**src/rtl/access_ctrl_pkg.sv**
```systemverilog
// Shared op codes, status codes, widths and FSM states for the access request sequencer.
package access_ctrl_pkg;

    localparam int unsigned DATA_W = 16;
    localparam int unsigned STAT_W = 3;
    localparam int unsigned OP_W   = 2;

    localparam logic [OP_W-1:0] OP_ILLEGAL = 2'b00;
    localparam logic [OP_W-1:0] OP_VERIFY  = 2'b01;
    localparam logic [OP_W-1:0] OP_CHANGE  = 2'b10;
    localparam logic [OP_W-1:0] OP_LOGOUT  = 2'b11;

    localparam logic [STAT_W-1:0] ST_NONE    = 3'b000;
    localparam logic [STAT_W-1:0] ST_GRANTED = 3'b001;
    localparam logic [STAT_W-1:0] ST_DENIED  = 3'b010;
    localparam logic [STAT_W-1:0] ST_CHANGED = 3'b011;
    localparam logic [STAT_W-1:0] ST_ENG_ERR = 3'b100;
    localparam logic [STAT_W-1:0] ST_LOCKED  = 3'b110;
    localparam logic [STAT_W-1:0] ST_TIMEOUT = 3'b111;

    typedef enum logic [2:0] {
        S_IDLE,
        S_ISSUE,
        S_WAIT,
        S_RESP,
        S_LOCKOUT
    } state_e;

endpackage

```
**src/rtl/rr_arbiter.sv**
```systemverilog
// Round-robin arbiter: first requester at or after ptr wins; one-hot grant plus its index.
module rr_arbiter #(
    parameter int unsigned NREQ  = 3,
    parameter int unsigned IDX_W = $clog2(NREQ)
) (
    input  logic [NREQ-1:0]  req,
    input  logic [IDX_W-1:0] ptr,
    output logic [NREQ-1:0]  gnt_c,
    output logic [IDX_W-1:0] idx_c,
    output logic             vld_c
);

    int unsigned slot;

    always_comb begin
        gnt_c = '0;
        idx_c = '0;
        vld_c = 1'b0;
        slot  = 0;
        for (int unsigned k = 0; k < NREQ; k++) begin
            slot = (32'(ptr) + k) % NREQ;
            if (!vld_c && req[IDX_W'(slot)]) begin
                vld_c       = 1'b1;
                gnt_c[slot] = 1'b1;
                idx_c       = IDX_W'(slot);
            end
        end
    end

endmodule

```
**src/rtl/access_request_sequencer.sv**
```systemverilog
// Shares one AccessControl password engine between NREQ requesters, granted round-robin.
// Build option ACCESS_LOCKOUT_EN adds a brute-force lockout after MAX_FAILS denied verifies.
module access_request_sequencer
    import access_ctrl_pkg::*;
#(
    parameter int unsigned NREQ           = 3,
    parameter int unsigned TIMEOUT_CYCLES = 1024,
    parameter int unsigned MAX_FAILS      = 3,
    parameter int unsigned LOCKOUT_CYCLES = 50000
) (
    input  logic                   clk,
    input  logic                   rst,
    input  logic [NREQ-1:0]        req_valid,
    input  logic [OP_W*NREQ-1:0]   req_op,
    input  logic [DATA_W*NREQ-1:0] req_data,
    output logic [NREQ-1:0]        req_ready,
    output logic [NREQ-1:0]        rsp_valid,
    output logic [STAT_W-1:0]      rsp_status,
    output logic [OP_W-1:0]        ac_request,
    output logic [DATA_W-1:0]      ac_data,
    output logic                   ac_data_load,
    input  logic [STAT_W-1:0]      ac_status,
    output logic                   busy,
    output logic                   locked
);

    localparam int unsigned IDX_W = $clog2(NREQ);
    localparam int unsigned TMO_W = $clog2(TIMEOUT_CYCLES + 1);

    state_e              state_q, state_d;
    logic [IDX_W-1:0]    ptr_q, ptr_d, idx_q, idx_d;
    logic [TMO_W-1:0]    tmo_q, tmo_d;
    logic [NREQ-1:0]     rsp_valid_q, rsp_valid_d;
    logic [STAT_W-1:0]   rsp_status_q, rsp_status_d;
    logic [OP_W-1:0]     ac_request_q, ac_request_d;
    logic [DATA_W-1:0]   ac_data_q, ac_data_d;
    logic                ac_data_load_q, ac_data_load_d;
    logic                busy_q, busy_d;

    logic [NREQ-1:0]     gnt_c;
    logic [IDX_W-1:0]    gnt_idx_c;
    logic                gnt_vld_c;
    logic [OP_W-1:0]     sel_op_c;
    logic [DATA_W-1:0]   sel_data_c;
    logic                accept_c;
    logic                lock_act_c;

`ifdef ACCESS_LOCKOUT_EN
    localparam int unsigned FAIL_W = $clog2(MAX_FAILS + 1);
    localparam int unsigned LOCK_W = $clog2(LOCKOUT_CYCLES + 1);

    logic [FAIL_W-1:0]   fail_q, fail_d;
    logic [LOCK_W-1:0]   lock_tmr_q, lock_tmr_d;
    logic                locked_q, locked_d;
`else
    logic                unused_cfg;
    assign unused_cfg = ^{32'(MAX_FAILS), 32'(LOCKOUT_CYCLES)};
`endif

    rr_arbiter #(
        .NREQ  (NREQ),
        .IDX_W (IDX_W)
    ) u_arb (
        .req   (req_valid),
        .ptr   (ptr_q),
        .gnt_c (gnt_c),
        .idx_c (gnt_idx_c),
        .vld_c (gnt_vld_c)
    );

    // Op/data of the granted requester
    always_comb begin
        sel_op_c   = '0;
        sel_data_c = '0;
        for (int unsigned i = 0; i < NREQ; i++) begin
            if (gnt_c[i]) begin
                sel_op_c   = req_op[i*OP_W +: OP_W];
                sel_data_c = req_data[i*DATA_W +: DATA_W];
            end
        end
    end

    always_comb begin
        state_d        = state_q;
        ptr_d          = ptr_q;
        idx_d          = idx_q;
        tmo_d          = tmo_q;
        rsp_valid_d    = '0;
        rsp_status_d   = '0;
        ac_request_d   = ac_request_q;
        ac_data_d      = ac_data_q;
        ac_data_load_d = 1'b0;
        accept_c       = 1'b0;

`ifdef ACCESS_LOCKOUT_EN
        fail_d     = fail_q;
        lock_tmr_d = lock_tmr_q;
        locked_d   = locked_q;
        // Lockout timer runs in every state; expiry forgives earlier failures
        if (locked_q) begin
            if (lock_tmr_q == LOCK_W'(LOCKOUT_CYCLES - 1)) begin
                locked_d   = 1'b0;
                fail_d     = '0;
                lock_tmr_d = '0;
            end else begin
                lock_tmr_d = lock_tmr_q + 1'b1;
            end
        end
        lock_act_c = locked_d;
`else
        lock_act_c = 1'b0;
`endif

        case (state_q)
            S_IDLE: begin
                if (gnt_vld_c) begin
                    accept_c = 1'b1;
                    ptr_d    = (gnt_idx_c == IDX_W'(NREQ - 1)) ? '0 : gnt_idx_c + 1'b1;
                    idx_d    = gnt_idx_c;
                    if (sel_op_c == OP_ILLEGAL) begin
                        state_d      = S_RESP;
                        rsp_valid_d  = gnt_c;
                        rsp_status_d = ST_ENG_ERR;
                    end else begin
                        state_d        = S_ISSUE;
                        ac_request_d   = sel_op_c;
                        ac_data_d      = sel_data_c;
                        ac_data_load_d = 1'b1;
                    end
                end
            end
            S_ISSUE: begin
                state_d = S_WAIT;
                tmo_d   = '0;
            end
            S_WAIT: begin
                // A result arriving in the final timeout cycle takes priority
                if (ac_status != ST_NONE || tmo_q == TMO_W'(TIMEOUT_CYCLES - 1)) begin
                    state_d      = S_RESP;
                    rsp_valid_d  = NREQ'(1) << idx_q;
                    rsp_status_d = (ac_status != ST_NONE) ? ac_status : ST_TIMEOUT;
                    ac_request_d = '0;
`ifdef ACCESS_LOCKOUT_EN
                    if (ac_status == ST_GRANTED) begin
                        fail_d = '0;
                    end else if (ac_status == ST_DENIED && ac_request_q == OP_VERIFY) begin
                        fail_d = fail_q + 1'b1;
                        if (fail_q == FAIL_W'(MAX_FAILS - 1)) begin
                            locked_d   = 1'b1;
                            lock_tmr_d = '0;
                        end
                    end
`endif
                end else begin
                    tmo_d = tmo_q + 1'b1;
                end
            end
            S_RESP: begin
                state_d = lock_act_c ? S_LOCKOUT : S_IDLE;
            end
            S_LOCKOUT: begin
                if (!lock_act_c) begin
                    state_d = S_IDLE;
                end else if (gnt_vld_c) begin
                    accept_c     = 1'b1;
                    ptr_d        = (gnt_idx_c == IDX_W'(NREQ - 1)) ? '0 : gnt_idx_c + 1'b1;
                    idx_d        = gnt_idx_c;
                    state_d      = S_RESP;
                    rsp_valid_d  = gnt_c;
                    rsp_status_d = ST_LOCKED;
                end
            end
            default: state_d = S_IDLE;
        endcase

        busy_d = (state_d != S_IDLE) && (state_d != S_LOCKOUT);
    end

    always_ff @(posedge clk) begin
        if (rst) begin
            state_q        <= S_IDLE;
            ptr_q          <= '0;
            idx_q          <= '0;
            tmo_q          <= '0;
            rsp_valid_q    <= '0;
            rsp_status_q   <= '0;
            ac_request_q   <= '0;
            ac_data_q      <= '0;
            ac_data_load_q <= 1'b0;
            busy_q         <= 1'b0;
`ifdef ACCESS_LOCKOUT_EN
            fail_q         <= '0;
            lock_tmr_q     <= '0;
            locked_q       <= 1'b0;
`endif
        end else begin
            state_q        <= state_d;
            ptr_q          <= ptr_d;
            idx_q          <= idx_d;
            tmo_q          <= tmo_d;
            rsp_valid_q    <= rsp_valid_d;
            rsp_status_q   <= rsp_status_d;
            ac_request_q   <= ac_request_d;
            ac_data_q      <= ac_data_d;
            ac_data_load_q <= ac_data_load_d;
            busy_q         <= busy_d;
`ifdef ACCESS_LOCKOUT_EN
            fail_q         <= fail_d;
            lock_tmr_q     <= lock_tmr_d;
            locked_q       <= locked_d;
`endif
        end
    end

    // Accept pulse is combinational so the requester sees it in the grant cycle
    assign req_ready    = (accept_c && !rst) ? gnt_c : '0;
    assign rsp_valid    = rsp_valid_q;
    assign rsp_status   = rsp_status_q;
    assign ac_request   = ac_request_q;
    assign ac_data      = ac_data_q;
    assign ac_data_load = ac_data_load_q;
    assign busy         = busy_q;
`ifdef ACCESS_LOCKOUT_EN
    assign locked       = locked_q;
`else
    assign locked       = 1'b0;
`endif

endmodule

```
**config.mk**
```make
export PLATFORM = sky130hd
export DESIGN_NAME = access_request_sequencer
export DESIGN_NICKNAME = d
export VERILOG_FILES = /design/src/rtl/access_ctrl_pkg.sv /design/src/rtl/rr_arbiter.sv /design/src/rtl/access_request_sequencer.sv
export SDC_FILE = /design/constraint.sdc
export NUM_CORES = 1
export LEC_CHECK = 0
export BUFFER_PORTS_ARGS = -buffer_cell sky130_fd_sc_hd__clkbuf_2
export CAP_MARGIN = 40
export CORE_MARGIN = 5
export CORE_UTILIZATION = 30
export CTS_CLUSTER_DIAMETER = 40
export CTS_CLUSTER_SIZE = 40
export DETAILED_ROUTE_END_ITERATION = 10
export HOLD_SLACK_MARGIN = 0.05
export PLACE_DENSITY_LB_ADDON = 0.3
export REMOVE_ABC_BUFFERS = 1
export SLEW_MARGIN = 20
export SYNTH_ARGS = -nofsm -noshare
export SYNTH_HDL_FRONTEND = slang
export SYNTH_HIERARCHICAL = 1
export SYNTH_SLANG_ARGS = --single-unit
```
**constraint.sdc**
```tcl
create_clock -name clk -period 3.5 [get_ports clk]
set_input_delay 0.175 -clock clk [delete_from_list [all_inputs] [get_ports clk]]
set_output_delay 0.175 -clock clk [all_outputs]
set_load 0.01 [all_outputs]
```
# ---- Yosys cells after proc, flatten, opt, wreduce, memory -nomap -nowiden
# Cells that the tools add are included.
dict set report totals {
  regBits 44
  input_bits 62
  output_inout_bits 30
  wordCells 114
}
dict set report op_classes {
  n_addsub 4
  div 3
  order_cmp 9
  n_eq_ne 9
  n_shift 1
  n_mux 51
  n_bitwise 5
  reduce_logical 22
}
# cell count
set op_table {}
lappend op_table {{greater-or-equal comparator 32 x 1 -> 1 bit, second input constant} 3}
lappend op_table {{< comparator 32 x 3 -> 1 bit, second input constant} 3}
lappend op_table {{remainder unit 32 x 2 -> 32 bit, second input constant} 2}
lappend op_table {{two-way mux 16 bit} 3}
lappend op_table {{two-way mux 3 bit} 13}
lappend op_table {{remainder unit 2 x 2 -> 32 bit, second input constant} 1}
lappend op_table {{two-way mux 2 bit} 11}
lappend op_table {{case mux 11 bit (2 select lines)} 1}
lappend op_table {{two-way mux 1 bit} 12}
lappend op_table {{case mux 3 bit (2 select lines)} 2}
lappend op_table {{adder 11 x 1 -> 11 bit, second input constant} 1}
lappend op_table {{equality test 11 x 10 -> 1 bit, second input constant} 1}
lappend op_table {{two-way mux 11 bit} 1}
lappend op_table {{< comparator 2 x 3 -> 1 bit, second input constant} 3}
lappend op_table {{case mux 3 bit (3 select lines)} 1}
lappend op_table {{inequality test 2 bit, second input constant} 4}
lappend op_table {{logical AND 1 bit} 7}
lappend op_table {{binary-select mux 1 bit (select 2 bit)} 3}
lappend op_table {{demux 1 bit (select 2 bit)} 3}
lappend op_table {{bitwise OR 3 bit} 2}
lappend op_table {{nonzero test 3 bit} 2}
lappend op_table {{case mux 2 bit (2 select lines)} 1}
lappend op_table {{AND reduction 2 bit} 2}
lappend op_table {{AND reduction 4 bit} 1}
lappend op_table {{other kinds (16)} 21}

# ---- Longest topological paths before layout
# Gate-level depths: netlist of the first run.
dict set report logic_depth {
  depth_word 19
  mapped_depth 14
  mapped_depth_nobuf 11
}

# ---- Cells and area by module
# The synthesis of the first run kept the hierarchy.
# module n_inst cells_per_inst area_per_inst_um2 seq_area_each_um2
set modules_own_cells {}
lappend modules_own_cells {access_request_sequencer 1 265 2204.6 880.8}
lappend modules_own_cells {rr_arbiter 1 52 381.6 0.0}

# ---- Worst setup path after synthesis of the first run
# No wires, ideal clock.
dict set report synth_path {
  path_type {register to register}
  from {register ptr_q[0]}
  to {register ac_data_q[10] (netlist: ac_data[10])}
  setup_ns 0.128
  arrival_time_ns 2.567
  required_time_ns 3.372
  path_slack_ns 0.806
  stages_incl_launch_ff 13
  n_path_buf 2
  period_less_slack_ns 2.694
  path_cell_list {dfxtp_1 inv_1 ha_1 buf_2 nor2_1 o32a_1 a21oi_1 nand3b_1 a21oi_1 o21ai_2 buf_6 mux2i_1 nor2_1}
}
dict set report synth_via {
  word_cells_on_any_way 47
  classes_between {add/sub (2); div (3); order compare (6); mux (24); bitwise (3); reduce/logical (9)}
}
# item line
set synth_rtl {}
lappend synth_rtl {{start, declared} access_request_sequencer.sv:31} ;# logic [IDX_W-1:0] ptr_q, ptr_d, idx_q, idx_d;
lappend synth_rtl {{start signal, assigned} access_request_sequencer.sv:198} ;# ptr_q <= ptr_d;
lappend synth_rtl {{adder 2 x 1 -> 3 bit / remainder unit 2 x 2 -> 32 bit (equally long branches)} rr_arbiter.sv:21} ;# slot = (32'(ptr) + k) % NREQ;
lappend synth_rtl {{remainder unit 32 x 2 -> 32 bit (tied with other cells)} rr_arbiter.sv:21}
lappend synth_rtl {{greater-or-equal comparator 32 x 1 -> 1 bit (implied by the code) (tied with other cells)} rr_arbiter.sv:24} ;# gnt_c[slot] = 1'b1;
lappend synth_rtl {{logical AND 1 bit (implied by the code) (tied with other cells)} rr_arbiter.sv:24}
lappend synth_rtl {{two-way mux 1 bit (implied by the code) (tied with other cells)} rr_arbiter.sv:24}
lappend synth_rtl {{demux 1 bit (select 2 bit) (tied with other cells)} -}
lappend synth_rtl {{bitwise OR 3 bit (no source line) / two-way mux 1 bit (equally long branches)} -}
lappend synth_rtl {{two-way mux 3 bit / logical NOT 1 bit (equally long branches)} rr_arbiter.sv:22} ;# if (!vld_c && req[IDX_W'(slot)]) begin
lappend synth_rtl {{bitwise OR 3 bit (no source line) / logical AND 1 bit (equally long branches)} -}
lappend synth_rtl {{two-way mux 3 bit (*)} rr_arbiter.sv:22}
lappend synth_rtl {{named net gnt_c[1]} access_request_sequencer.sv:40} ;# logic [NREQ-1:0] gnt_c;
lappend synth_rtl {{two-way mux 2 bit (2 in a row)} access_request_sequencer.sv:76} ;# if (gnt_c[i]) begin
lappend synth_rtl {{logical NOT 2 bit} access_request_sequencer.sv:120} ;# if (sel_op_c == OP_ILLEGAL) begin
lappend synth_rtl {{inverter 1 bit (no source line)} -}
lappend synth_rtl {{AND reduction 3 bit (no source line)} -}
lappend synth_rtl {{end signal, assigned} access_request_sequencer.sv:204} ;# ac_data_q <= ac_data_d;
lappend synth_rtl {{end, declared} access_request_sequencer.sv:36} ;# logic [DATA_W-1:0] ac_data_q, ac_data_d;
# Mark *: on every way through the listed nets, which the timed path passes. The rest lies on a longest branch. The select of a mux whose other input is x is not followed.
# A chain may end at the register's enable or synchronous reset.

# ---- Worst setup path after layout of the first run
dict set report layout_path {
  from {register ptr_q[1]}
  to {output port req_ready[1]}
}
dict set report layout_via {
  elab_chain_len 14
  word_cells_on_any_way 42
  classes_between {add/sub (2); div (3); order compare (6); mux (21); bitwise (2); reduce/logical (8)}
}
# item line
set layout_rtl {}
lappend layout_rtl {{branches (longest 9 deep; another with remainder unit 32 x 2 -> 32 bit)} -}
lappend layout_rtl {{two-way mux 1 bit (*)} rr_arbiter.sv:22}
lappend layout_rtl {{named net gnt_vld_c} access_request_sequencer.sv:42} ;# logic gnt_vld_c;
lappend layout_rtl {{two-way mux 1 bit (*)} access_request_sequencer.sv:116} ;# if (gnt_vld_c) begin
lappend layout_rtl {{two-way mux 1 bit (*)} -}
lappend layout_rtl {{logical AND 1 bit (*)} access_request_sequencer.sv:216} ;# assign req_ready = (accept_c && !rst) ? gnt_c : '0;
lappend layout_rtl {{two-way mux 3 bit (*)} access_request_sequencer.sv:216}
lappend layout_rtl {{end, declared} access_request_sequencer.sv:16} ;# output logic [NREQ-1:0] req_ready,
# Mark *: on every way through the listed nets, which the timed path passes. The select of a mux whose other input is x is not followed.

==> flow_summary_export.csv, run 1 <==
group,metric,value,unit
run_status,status,"completed",
clocking,clk_latency,0.29,ns
placed_design,dp.final_hpwl,5.31,mm
placed_design,gp_congestion,0.890,
grt,antenna_found_initial,0,
setup_path,cp_common_cell,"nor2_1",
grt,grt_max_degree,34,
sta,finalSetupViolations,0,
synthesis,synth_edf_count,0,
placed_design,placed_cells,500,
setup_path,cp.depth,10,
synthesis,yosys_register_bits,44,
floorplanning,start_util,31.2,%
setup_path,arrival,2.93,ns
synthesis,async_flop_share,0,%
clocking,cts_resized,0,
setup_path,crit_family,"simple AND/OR/NAND/NOR gates",
flow_run,drv_cap,0,
clocking,clock_path_buffers,2,
synthesis,yosys_warnings,6,
layout,syn_to_final_growth,24.5,%
clocking,cts_buffers,5,
floorplanning,io_pins,92,
power_and_ir_drop,ir_drop,0.269,mV
clocking,ctsHoldBuffers,0,
setup_path,cp.required,3.32,ns
sta,fmax,322,MHz
grt,overflow,0,
power_and_ir_drop,power-per-cell-area,528,nW/um^2
grt,grt_pass1_wl,11.1,mm
route,drtIter0Drc,136,
setup_path,cp_max_fo,9,
sta,clock_skew,0.00729,ns
synthesis,ys_types,59,
layout,antennaDiodeCount,0,
floorplanning,dieWidth,103,um
power_and_ir_drop,fin_total_pwr,1.70,mW
floorplanning,design.die.area,10600,sq um
clocking,htree_levels,2,
setup_path,r2r_cells,12,
sta,hold_viol,0,
synthesis,synth_area_per_cell,8.16,sq um
setup_path,worstSetupStartpointType,"register",
grt,grt_usage,13.0,%
placed_design,port_buffers,90,
grt,grt_pass1_vias,2417,
setup_path,cp_slowest_cell,"or4b_1",
clocking,cts-root-buf,"clkbuf_8",
layout,layout.cells.non_filler,507,
sta,worst_pin_slew,0.577,ns
route,drt_wl_total,6.69,mm
setup_path,cp-end-kind,"primary output",
synthesis,syn-cell-area,2590,sq um
setup_path,crit_type,"reg2out",
synthesis,syn_inst,317,
route,drc,0,
sta,slew_violations,0,
synthesis,yosysSeqAreaShare,34.1,%
clocking,clk_pin_slew,0.08,ns
synthesis,ys.flop_type,"dfxtp_1",
route,routed_via_density,4.97,
floorplanning,coreArea,8300,sq um
power_and_ir_drop,leakagePower,1.41,nW
clocking,post_cts_buffers,0,
floorplanning,placementRows,33,
layout,drive_above_1_share,29.9,%
route,wl_per_cell,13.2,um
route,antenna_left,0,
floorplanning,dieHeight,103,um
sta,slew_headroom,61.5,%
route,num_vias,2520,
setup_path,crit_buf_inv,2,
sta,fin_crit_sh,88.8,%
clocking,cts_sinks,44,
setup_path,crit_chain,"inv_1, ha_1, nand2b_1, nand2_1, nor2_1, o21bai_1, or4b_1, nor2_1, and2_1, clkbuf_2",
route,firstDrtPassIters,4,
layout,final_nets,469,
worst_hold_path,holdPathStages,3,
sta,rsz0062_at_grt,"false",
sta,fin_crit,3.11,ns
worst_hold_path,hold_path.class,"in2reg",
setup_path,max_stage_delay,0.66,ns
clocking,cts_tree,"built",
cells by family after synthesis:
kind of cell | synth area share, %
adder cells (fa/ha/maj) | 2.42
multiplexers | 9.10
AND/OR/NAND/NOR | 27.7
AO/OA/AOI/OAI | 18.6
buffers and inverters | 5.61
XOR/XNOR | 2.37
flip-flops | 34.1
other | 0.145
sequential cells by signal, indices dropped and copies added, names as in the netlist:
| name | cells |
|---|---|
| tmo_q | 11 |
| idx_q | 2 |
| ac_request | 2 |
| ac_data | 16 |
| busy | 1 |
| ptr_q | 2 |
| ac_data_load | 1 |
| state_q | 3 |
| rsp_valid | 3 |
| rsp_status | 3 |
worst reg2reg max path, delay by kind of cell (launching register included):
| family | cells | cell delay [ns] |
|---|---|---|
| AOI/OAI and AO/OA | 4 | 0.98 |
| muxes | 3 | 0.67 |
| adders and majority gates | 1 | 0.37 |
| DFF | 1 | 0.34 |
| buffers and inverters | 2 | 0.31 |
| and+or+nand+nor | 2 | 0.20 |
through the flow:
| step | hold WS [ns] | setup TNS [ns] | cell area (sq um) | setup slack (ns) | util, % |
|---|---|---|---|---|---|
| after floorplan | 0.244 | -5.53 | 2460 | -0.346 | - |
| after global placement | 0.438 | 0 | 3110 | 0.263 | 37.4 |
| final | 0.183 | 0 | 3220 | 0.391 | 38.8 |
| after global routing | 0.196 | 0 | 3220 | 0.115 | 38.8 |
| after detailed placement | 0.443 | 0 | 3120 | 0.476 | 37.6 |
| after CTS | 0.172 | 0 | 3220 | 0.384 | 38.8 |
layout make-up:
cell class                      instances  area [sq um]
Sequential cell                        44           881
Clock buffer                            7          96.3
Inverter                                5          18.8
Tap cell                              105           131
Timing Repair Buffer                   98           518
Fill cell                             865          5080
Multi-Input combinational cell        248          1570
layer usage:
layer / GRT usage, % / routed length (um) / vias up
met4: 3.09 / 31 / 0
met1: 17.4 / 3180 / 1128
met3: 4.87 / 653 / 4
li1: - / - / 1290
met2: 20.0 / 2830 / 98
met5: 0 / 0 / -
synth_stat cells (all sizes together), types with 6 or more instances:
| library cell | n | area, sq um |
|---|---|---|
| nor3 | 11 | 55.1 |
| nor2 | 37 | 139 |
| xnor2 | 6 | 52.6 |
| a22oi | 14 | 105 |
| nand2 | 37 | 139 |
| dfxtp | 44 | 881 |
| nand3 | 8 | 40.0 |
| mux2i | 21 | 235 |
| buf | 9 | 71.3 |
| clkbuf | 12 | 55.1 |
| a21oi | 26 | 130 |
| o21ai | 18 | 93.8 |
power by group:
part	total, mW	internal (mW)	switching (mW)
logic	0.756	0.330	0.426
clock network	0.339	0.176	0.163
registers	0.603	0.559	0.0441
cell usage in the layout (no fill, tap or decap), drive strengths merged, types with 2 or more instances in the layout:
master and count:
a21oi 26, a22oi 14, and2 5, and3b 2, buf 8, clkbuf 97
conb 2, dfxtp 44, ha 5, inv 5, mux2i 21, nand2 37
nand2b 4, nand3 8, nand3b 4, nand4 2, nor2 37, nor2b 5
nor3 11, nor3b 4, nor4 2, nor4b 2, o21ai 18, o21bai 2
o31ai 2, or2 3, or3 3, xnor2 6
worst paths after layout:
kind	startpoint	endpoint	slack (ns)
hold reg to reg	tmo_q[10]$_SDFFE_PP0P_	tmo_q[10]$_SDFFE_PP0P_	0.45
hold / removal	ac_status[1]	rsp_status[1]$_SDFF_PP0_	0.18
setup / recovery	ptr_q[1]$_SDFFE_PP0P_	req_ready[1]	0.39
setup reg to reg	ptr_q[1]$_SDFFE_PP0P_	ac_data[3]$_SDFFE_PP0P_	0.50
(Power assumes the default switching activity.)
==> inputs of run 2 (changes only) <==
Settings changed: RECOVER_POWER set to 25.
==> run 2 against run 1 <==
Against the previous run:
- critical path depth did not move
- sequential share of layout area rose by 0.19 points
- first-iteration DRC count fell by 1.5%
- routed wire length fell by 0.16%
- critical endpoint unchanged
- worst hold slack improved by 0.0027 ns
==> flow_summary_export.csv, run 2 (synthesis gave the netlist of run 1 again) <==
group,metric,value,unit
setup_path,timing.rr.start,"ptr_q[1]$_SDFFE_PP0P_",
grt,grt_pass1_vias,2417,
worst_hold_path,hp-start,"ac_status[1]",
power_and_ir_drop,p_sw_share,37.5,%
floorplanning,coreArea,8300,sq um
grt,grt_max_degree,34,
layout,largest_reg_flops,16,
sta,worst_pin_slew,0.577,ns
power_and_ir_drop,fin_total_pwr,1.69,mW
sta,finalSetupViolations,0,
setup_path,max_stage_delay,0.66,ns
route,drc,0,
floorplanning,design.die.area,10600,sq um
clocking,cts_resized,0,
layout,syn_to_final_growth,23.6,%
layout,final_nets,469,
layout,seq_area,881,sq um
worst_hold_path,hold_path.class,"in2reg",
sta,fin_setup_tns,0,ns
setup_path,r2r_cells,12,
layout,drive_above_1_share,25.4,%
setup_path,crit_type,"reg2out",
clocking,post_cts_buffers,0,
route,drt_wl_total,6.68,mm
clocking,clk_latency,0.29,ns
placed_design,place_area,3120,sq um
placed_design,port_buffers,90,
placed_design,place_ws,0.476,ns
clocking,cts_tree,"built",
floorplanning,placementRows,33,
setup_path,cp_max_fo,9,
placed_design,placed_cells,500,
clocking,ctsHoldBuffers,0,
grt,grt_pass1_wl,11.1,mm
setup_path,cp_common_cell,"nor2_1",
placed_design,gp_congestion,0.890,
setup_path,cp_slowest_cell,"or4b_1",
clocking,htree_levels,2,
worst_hold_path,hold_end,"rsp_status[1]$_SDFF_PP0_",
power_and_ir_drop,power-per-cell-area,529,nW/um^2
floorplanning,dieHeight,103,um
sta,hold_viol,0,
power_and_ir_drop,ir_drop,0.267,mV
route,antenna_left,0,
setup_path,arrival,2.92,ns
placed_design,dp.final_hpwl,5.31,mm
clocking,cts_sinks,44,
sta,fin_crit,3.10,ns
route,wl_per_cell,13.2,um
floorplanning,dieWidth,103,um
grt,overflow,0,
sta,clock_skew,0.00761,ns
run_status,status,"completed",
power_and_ir_drop,comb_power_share,44.2,%
route,routed_via_density,4.99,
power_and_ir_drop,leakagePower,1.35,nW
power_and_ir_drop,power.switching,0.634,mW
sta,slew_violations,0,
setup_path,cp.required,3.32,ns
floorplanning,start_util,31.2,%
setup_path,worstSetupStartpointType,"register",
setup_path,r2r_slack,0.50,ns
power_and_ir_drop,p_int,1.06,mW
sta,fmax,323,MHz
setup_path,crit_chain,"inv_1, ha_1, nand2b_1, nand2_1, nor2_1, o21bai_1, or4b_1, nor2_1, and2_1, clkbuf_2",
floorplanning,io_pins,92,
layout,layout.cells.non_filler,507,
power_and_ir_drop,seq_power_share,35.7,%
sta,fin_crit_sh,88.5,%
grt,grt_usage,13.0,%
clocking,cts_buffers,5,
layout,antennaDiodeCount,0,
sta,slew_headroom,61.5,%
flow_run,drv_cap,0,
power_and_ir_drop,clkPwrFrac,20.1,%
layout,final_cell_mix,"72 x clkbuf_2, 44 x dfxtp_1, 37 x nor2_1, 37 x nand2_1, 25 x a21oi_1",
sta,worst_slack,0.404,ns
clocking,clk_pin_slew,0.08,ns
setup_path,cp-end-kind,"primary output",
grt,antenna_found_initial,0,
layout,n_fill_cell,871,
clocking,cts-root-buf,"clkbuf_8",
clocking,clock_path_buffers,2,
sta,rsz0062_at_grt,"false",
layout,layout_commonest_cell,"clkbuf_2",
route,num_vias,2528,
setup_path,r2r-end,"ac_data[3]$_SDFFE_PP0P_",
layout,design_area,3200,sq um
route,drtIter0Drc,134,
layout,multi_input_area,1570,sq um
worst_hold_path,holdPathStages,3,
route,firstDrtPassIters,4,
## run 2: cell counts in the layout (fill, tap and decap cells not counted)
No cell type changed its count.
## run 2: how the worst max path moves through the flow
stage               cells past startpoint                   from                 endpoint  slack, ns
global route                           10  ptr_q[1]$_SDFFE_PP0P_             req_ready[0]       0.12
detailed placement                     12  ptr_q[1]$_SDFFE_PP0P_  ac_data[6]$_SDFFE_PP0P_       0.48
global placement                       11  ptr_q[0]$_SDFFE_PP0P_  ac_data[9]$_SDFFE_PP0P_       0.26
CTS                                    10  ptr_q[1]$_SDFFE_PP0P_             req_ready[0]       0.38
finish                                 10  ptr_q[1]$_SDFFE_PP0P_             req_ready[1]       0.40
floorplan                              11  ptr_q[0]$_SDFFE_PP0P_  ac_data[0]$_SDFFE_PP0P_      -0.35
## run 2: metal layers
layer	global-route usage [%]	vias up	share of wire, %
li1	-	1290	-
met1	17.4	1133	47
met2	20.0	101	42
met3	4.87	4	10
met4	3.09	0	0.46
met5	0	-	0
## run 2: worst max-delay path: cells and delay by family, from the launching register on
kind,cells,cell delay (ns)
fa+ha+maj,1,0.31
simple gates,6,1.51
flops,1,0.38
compound gates,1,0.22
buf+inv,2,0.21
## run 2: cell type report
class,count,share of cell area [%]
well taps,105,4.11
repair buffers,98,15.5
flip-flops and latches,44,27.6
multi-input cells,248,49.2
inverters,5,0.587
clock buffers,7,3.01
## run 2: stage by stage
step | utilization (%) | hold WS [ns]
after floorplan | - | 0.244
final | 38.5 | 0.186
after global placement | 37.4 | 0.438
after CTS | 38.8 | 0.172
after detailed placement | 37.6 | 0.443
after global routing | 38.5 | 0.196
## run 2: power groups by stage
stage | sequential, mW | clock [mW] | combinational [mW]
2_1_floorplan | 0.629 | 0 | 0.478
3_3_place_gp | 0.614 | 0 | 0.745
3_5_place_dp | 0.615 | 0 | 0.760
4_1_cts | 0.605 | 0.357 | 0.760
5_1_grt | 0.612 | 0.381 | 0.844
6_report | 0.603 | 0.341 | 0.748
